### src/rtl/mem_stage.sv
// Memory-access stage of the 5-stage pipeline.
// The execute-stage outputs are registered into R. Word and byte loads and
// stores are issued over a req/ack data-memory handshake. Upstream is held
// while an access is outstanding. A registered write-back bundle W goes to WB.
module mem_stage #(
    parameter int DW = 32
) (
    input  logic          clk,
    input  logic          rstn,
    input  logic          i_MEM_dmemWe,
    input  logic          i_MEM_regWe,
    input  logic          i_MEM_sByte,
    input  logic          i_MEM_sWRD,
    input  logic [4:0]    i_MEM_WRA,
    input  logic [DW-1:0] i_MEM_rd2,
    input  logic [DW-1:0] i_MEM_aluOut,
    output logic          o_MEM_stall,
    output logic          o_MEM_req,
    output logic          o_MEM_we,
    output logic [DW-1:0] o_MEM_addr,
    output logic [DW-1:0] o_MEM_wdata,
    output logic [3:0]    o_MEM_wstrb,
    input  logic          i_MEM_ack,
    input  logic [DW-1:0] i_MEM_rdata,
    output logic          o_MEM_regWe,
    output logic [4:0]    o_MEM_WRA,
    output logic [DW-1:0] o_MEM_wbData,
    output logic          o_MEM_exc
);

    typedef enum logic {
        S_IDLE = 1'b0,
        S_WAIT = 1'b1
    } state_t;

    // Input register R (all-zero contents form a bubble)
    logic          r_dmemWe;
    logic          r_regWe;
    logic          r_sByte;
    logic          r_sWRD;
    logic [4:0]    r_WRA;
    logic [DW-1:0] r_rd2;
    logic [DW-1:0] r_aluOut;

    // Handshake FSM
    state_t        r_state;
    state_t        w_state_n;

    // Output register W
    logic          r_wRegWe;
    logic [4:0]    r_wWRA;
    logic [DW-1:0] r_wData;
    logic          r_wExc;

    logic          w_wRegWe_n;
    logic [4:0]    w_wWRA_n;
    logic [DW-1:0] w_wData_n;
    logic          w_wExc_n;

    // Decoded operation
    logic          w_store;
    logic          w_load;
    logic          w_memop;
    logic          w_misaligned;
    logic          w_access;
    logic          w_stall;
    logic [7:0]    w_ldByte;
    logic [DW-1:0] w_ldData;

    // Capture execute-stage outputs unless the stage is stalled
    always_ff @(posedge clk or negedge rstn) begin
        if (!rstn) begin
            r_dmemWe <= 1'b0;
            r_regWe  <= 1'b0;
            r_sByte  <= 1'b0;
            r_sWRD   <= 1'b0;
            r_WRA    <= '0;
            r_rd2    <= '0;
            r_aluOut <= '0;
        end else if (!w_stall) begin
            r_dmemWe <= i_MEM_dmemWe;
            r_regWe  <= i_MEM_regWe;
            r_sByte  <= i_MEM_sByte;
            r_sWRD   <= i_MEM_sWRD;
            r_WRA    <= i_MEM_WRA;
            r_rd2    <= i_MEM_rd2;
            r_aluOut <= i_MEM_aluOut;
        end
    end

    // Decode the held operation; a store takes priority over a load
    always_comb begin
        w_store      = r_dmemWe;
        w_load       = r_sWRD & ~r_dmemWe;
        w_memop      = w_store | w_load;
        w_misaligned = w_memop & ~r_sByte & (r_aluOut[1:0] != 2'b00);
        w_access     = w_memop & ~w_misaligned;
        w_stall      = w_access & ~i_MEM_ack;
    end

    // Memory request side; everything is held stable from R while waiting
    always_comb begin
        o_MEM_req   = w_access;
        o_MEM_stall = w_stall;
        o_MEM_we    = w_access & w_store;
        o_MEM_addr  = '0;
        o_MEM_wdata = '0;
        o_MEM_wstrb = '0;
        if (w_access) begin
            o_MEM_addr = {r_aluOut[DW-1:2], 2'b00};
        end
        if (w_access && w_store) begin
            if (r_sByte) begin
                o_MEM_wdata = {4{r_rd2[7:0]}};
                o_MEM_wstrb = 4'b0001 << r_aluOut[1:0];
            end else begin
                o_MEM_wdata = r_rd2;
                o_MEM_wstrb = 4'hF;
            end
        end
    end

    // Load data: little-endian lane select with sign extension for bytes
    always_comb begin
        w_ldByte = 8'h00;
        case (r_aluOut[1:0])
            2'd0:    w_ldByte = i_MEM_rdata[7:0];
            2'd1:    w_ldByte = i_MEM_rdata[15:8];
            2'd2:    w_ldByte = i_MEM_rdata[23:16];
            default: w_ldByte = i_MEM_rdata[31:24];
        endcase
        w_ldData = r_sByte ? {{(DW-8){w_ldByte[7]}}, w_ldByte} : i_MEM_rdata;
    end

    // Handshake state register
    always_ff @(posedge clk or negedge rstn) begin
        if (!rstn) begin
            r_state <= S_IDLE;
        end else begin
            r_state <= w_state_n;
        end
    end

    // Next state: leave IDLE only when the memory did not ack at once
    always_comb begin
        w_state_n = r_state;
        case (r_state)
            S_IDLE: begin
                if (w_access && !i_MEM_ack) begin
                    w_state_n = S_WAIT;
                end
            end
            S_WAIT: begin
                if (i_MEM_ack) begin
                    w_state_n = S_IDLE;
                end
            end
            default: w_state_n = S_IDLE;
        endcase
    end

    // Next write-back bundle: bubble on stall, exception on misalignment
    always_comb begin
        w_wRegWe_n = 1'b0;
        w_wWRA_n   = r_wWRA;
        w_wData_n  = r_wData;
        w_wExc_n   = 1'b0;
        if (w_stall) begin
            w_wRegWe_n = 1'b0;
        end else if (w_misaligned) begin
            w_wExc_n = 1'b1;
        end else begin
            w_wRegWe_n = r_regWe & ~w_store;
            w_wWRA_n   = r_WRA;
            w_wData_n  = w_load ? w_ldData : r_aluOut;
        end
    end

    // Write-back register, loaded every cycle
    always_ff @(posedge clk or negedge rstn) begin
        if (!rstn) begin
            r_wRegWe <= 1'b0;
            r_wWRA   <= '0;
            r_wData  <= '0;
            r_wExc   <= 1'b0;
        end else begin
            r_wRegWe <= w_wRegWe_n;
            r_wWRA   <= w_wWRA_n;
            r_wData  <= w_wData_n;
            r_wExc   <= w_wExc_n;
        end
    end

    // Registered write-back outputs
    always_comb begin
        o_MEM_regWe  = r_wRegWe;
        o_MEM_WRA    = r_wWRA;
        o_MEM_wbData = r_wData;
        o_MEM_exc    = r_wExc;
    end

endmodule

### config.mk
export PLATFORM = sky130hd
export DESIGN_NAME = mem_stage
export DESIGN_NICKNAME = d
export VERILOG_FILES = /design/src/rtl/mem_stage.sv
export SDC_FILE = /design/constraint.sdc
export NUM_CORES = 1
export LEC_CHECK = 0
export BUFFER_PORTS_ARGS = -buffer_cell sky130_fd_sc_hd__buf_2
export CAP_MARGIN = 20
export CORE_MARGIN = 10
export CORE_UTILIZATION = 43
export CTS_CLUSTER_DIAMETER = 40
export DETAILED_ROUTE_END_ITERATION = 8
export PLACE_DENSITY = 0.81
export SLEW_MARGIN = 5
export SYNTH_ARGS = -nofsm -noshare
export SYNTH_HDL_FRONTEND = slang
export SYNTH_SLANG_ARGS = --single-unit
### constraint.sdc
create_clock -name clk -period 1.6 [get_ports clk]
set_input_delay 0.32 -clock clk [delete_from_list [all_inputs] [get_ports clk]]
set_output_delay 0.32 -clock clk [all_outputs]
set_load 0.01 [all_outputs]
==> impl_results.md <==
* Outcome: finished with violations
* Violated checks: setup timing
* Remaining Overflow, GRT at 0
* Die span in y at roughly 130 µm
* Drt drc at 0
* Max-capacitance violation count at 0
* CP endpoint kind: primary output
* Crit share post-route at 126%
* Dpl ws at -0.138 ns
* Post-synthesis instance total at about 530
* IO Port Bufs at about 220
* H-tree Lvls at 3
* Vias in the first global route at 5,641
* CTS Buf Count at 9
* DR iter-0 viols at ~330
* WP buf/inv at 3
* Yosys warning count at 0
* Global-route wire length before repair at roughly 32 mm
* Switching fraction of total power at between 30% and 40%
* Post-DRT Antenna Nets at 0
* Asr flop ratio synth at 100%
* Synthesis-to-finish area growth at 58.0%
* Synth top cells by count: 112 x dfrtp_1, 71 x mux2_2, 51 x nand2b_1
* Final setup viols at around 180
* Worst path slowest cell: dfrtp_2
* CP Max Fanout at 7
* Post-synthesis sequential area ratio at 50.2%
* Largest area contributor in the netlist: dfrtp_1
* Setup WS post-layout at -0.418 ns
* Crit path max-delay family: buffers and inverters
* Fmax at just under 500 MHz
* Post-synth EDFFs at 0
* CTS tree: done
* Final Critical Period at around 2 ns
* Sinks on Clock Net at 112
* Core box area at around 13,000 µm²
* Hold slack at 0.185 ns
* Clock share of power at a little over a fifth
* Initial antenna violation count at 3
* Leakage at about 4.2 nW
* RSZ-0062 raised after global routing: true
* PD cells at ~1200 nW/µm²
* Final-report hold violation count at 0
* Routed wire length at 22.4 mm
* All-Layer GR Usage at a little under a quarter
* Gpl congestion at around 0.82
* DR WL/cell at approximately 23 µm
* Main area contributors after synthesis: dfrtp_1 50%, mux2_2 14%, nand2b_1 5.7%
* Worst hold-check path type: primary input to register
* Switching pwr at roughly 0.0038 W
* Fin nets at approximately 900
* Initial Util at about 44%
* Number of vias per cell at 5.49
* Layout cell share with drive strength beyond 1 at between 50 and 60%
* DR vias at between 5,000 and 6,000
* Die Width at between 100 and 150 µm
* Largest net degree at the start of global routing at 41
* WS Path Type: register to primary output
* Int Pwr at approximately 0.007 W
* Netlist Area Pre-Place at about 5600 µm²
* Fin. max-slew vios at 0
* Max clock buf depth at 2
* Clk_lat worst skew at ~0.36 ns
* I/O Pins at 218
* Syn avg cell area at 10.6 µm²
* Register bit total from synthesis at about 110
* Tot Pwr at about 0.011 W
* Prevailing post-synth register cell: dfrtp_1
* Pre-antenna DRT Iters at 5
* Arrival time of the worst setup path at about 1.7 ns
* CP peak stage delay at approximately 0.45 ns
* Synth unique cells at between 40 and 50
* Top-area cell type share of the netlist area at about half
* Worst Skew at ~0.0062 ns
* VDD IR-drop max at ~0.63 mV
* Top-count cell post-synth: dfrtp_1
* Post-DP HPWL at approximately 14 mm
* Post-Layout Cell Count at just under 1,000
* Worst setup SP type: register
* Comb pwr share at between 40 and 50%
* Clock-pin slew on the worst setup and hold paths at ~0.080 ns
* Die Area at about 18,000 µm²
* WP data required at about 1.3 ns
* Root Buffer: clkbuf_16
* Dpl cells at 907
* Reg power frac at 35.6%
* FP Rows at 41
* Critical Path, Cell by Cell: o21bai_4, buf_6, nand2_8, buf_12, a21oi_2, buf_2
## final timing paths
kind                       cells past startpoint         start          endpoint  slack, ns
setup / recovery                               6   r_aluOut[0]    o_MEM_wdata[9]      -0.42
hold / removal                                 2   i_MEM_sByte           r_sByte       0.18
setup reg to reg                               7   r_aluOut[0]  o_MEM_wbData[19]      -0.39
hold reg to reg                                2  o_MEM_WRA[3]      o_MEM_WRA[3]       0.48
max in group asynchronous                      3          rstn      r_aluOut[20]       0.61
min in group asynchronous                      2          rstn          r_WRA[0]       0.43
## state kept, by name, summed over array words and instances, names as in the netlist
register and flops:
r_WRA 5, r_regWe 1, o_MEM_regWe 1, o_MEM_wbData 32, r_dmemWe 1, o_MEM_WRA 5, r_sByte 1, r_aluOut 32
r_rd2 32, o_MEM_exc 1, r_sWRD 1
## final cells by class
cell class	instances	area [µm²]
Timing Repair Buffer	292	2300
Clock inverter	7	71.3
Sequential cell	112	2810
Clock buffer	9	225
Fill cell	919	3850
Tap cell	172	215
Inverter	9	36.3
Multi-Input combinational cell	366	3160
Antenna cell	2	5.00
## logic make-up after synthesis
kind of cell | count (synthesis) | synth area share (%)
XOR/XNOR | 1 | 0.157
multiplexers | 77 | 15.6
buffers and inverters | 52 | 5.07
other | 1 | 0.0672
AO/OA/AOI/OAI | 92 | 10.6
AND/OR/NAND/NOR | 194 | 18.2
flip-flops | 112 | 50.2
## stage by stage
stage	area, µm²	utilization, %	TNS [ns]
final	8820	69.6	-53.13
after floorplan	5650	-	-7.16
after global routing	8810	69.6	-62.01
after CTS	8280	65.3	-48.04
after global placement	7090	55.9	-5.81
after detailed placement	7090	55.9	-13.19
## timing repair
action,in CTS,in global routing
hold buffers,1,0
endpoints found under the hold margin,24,0
pin swaps,1,21
setup endpoints to repair,165,179
resized for setup,117,100
buffers inserted,15,18
gates cloned,11,9
## power by group through the flow
stage	Clock [W]	Combinational (W)	Sequential [W]
after floorplan	0	0.00172	0.00393
after global placement	0	0.00325	0.00381
after global routing	0.00244	0.00498	0.00394
after CTS	0.00234	0.00412	0.00380
after detailed placement	0	0.00331	0.00384
final	0.00232	0.00466	0.00387
## cells in the final DEF, fill, tap and decap left out, drive strengths merged, types with 9 or more instances in the layout
cell type,n
a211oi,26
o21ai,13
buf,284
nand2,33
and2,30
inv,10
a21oi,37
mux2,71
and3,9
nor3,25
dfrtp,112
nand2b,51
clkbuf,16
nor2,35
## layer usage
metal  wire [µm]  GRT usage (%)  part of all wire, %
met5           7              0                0.031
met4         656           9.67                  2.9
met3        2220           9.15                  9.9
met2       10900           37.1                   49
met1        8580           25.7                   38
Note: power is estimated with default switching activity, not from simulation.
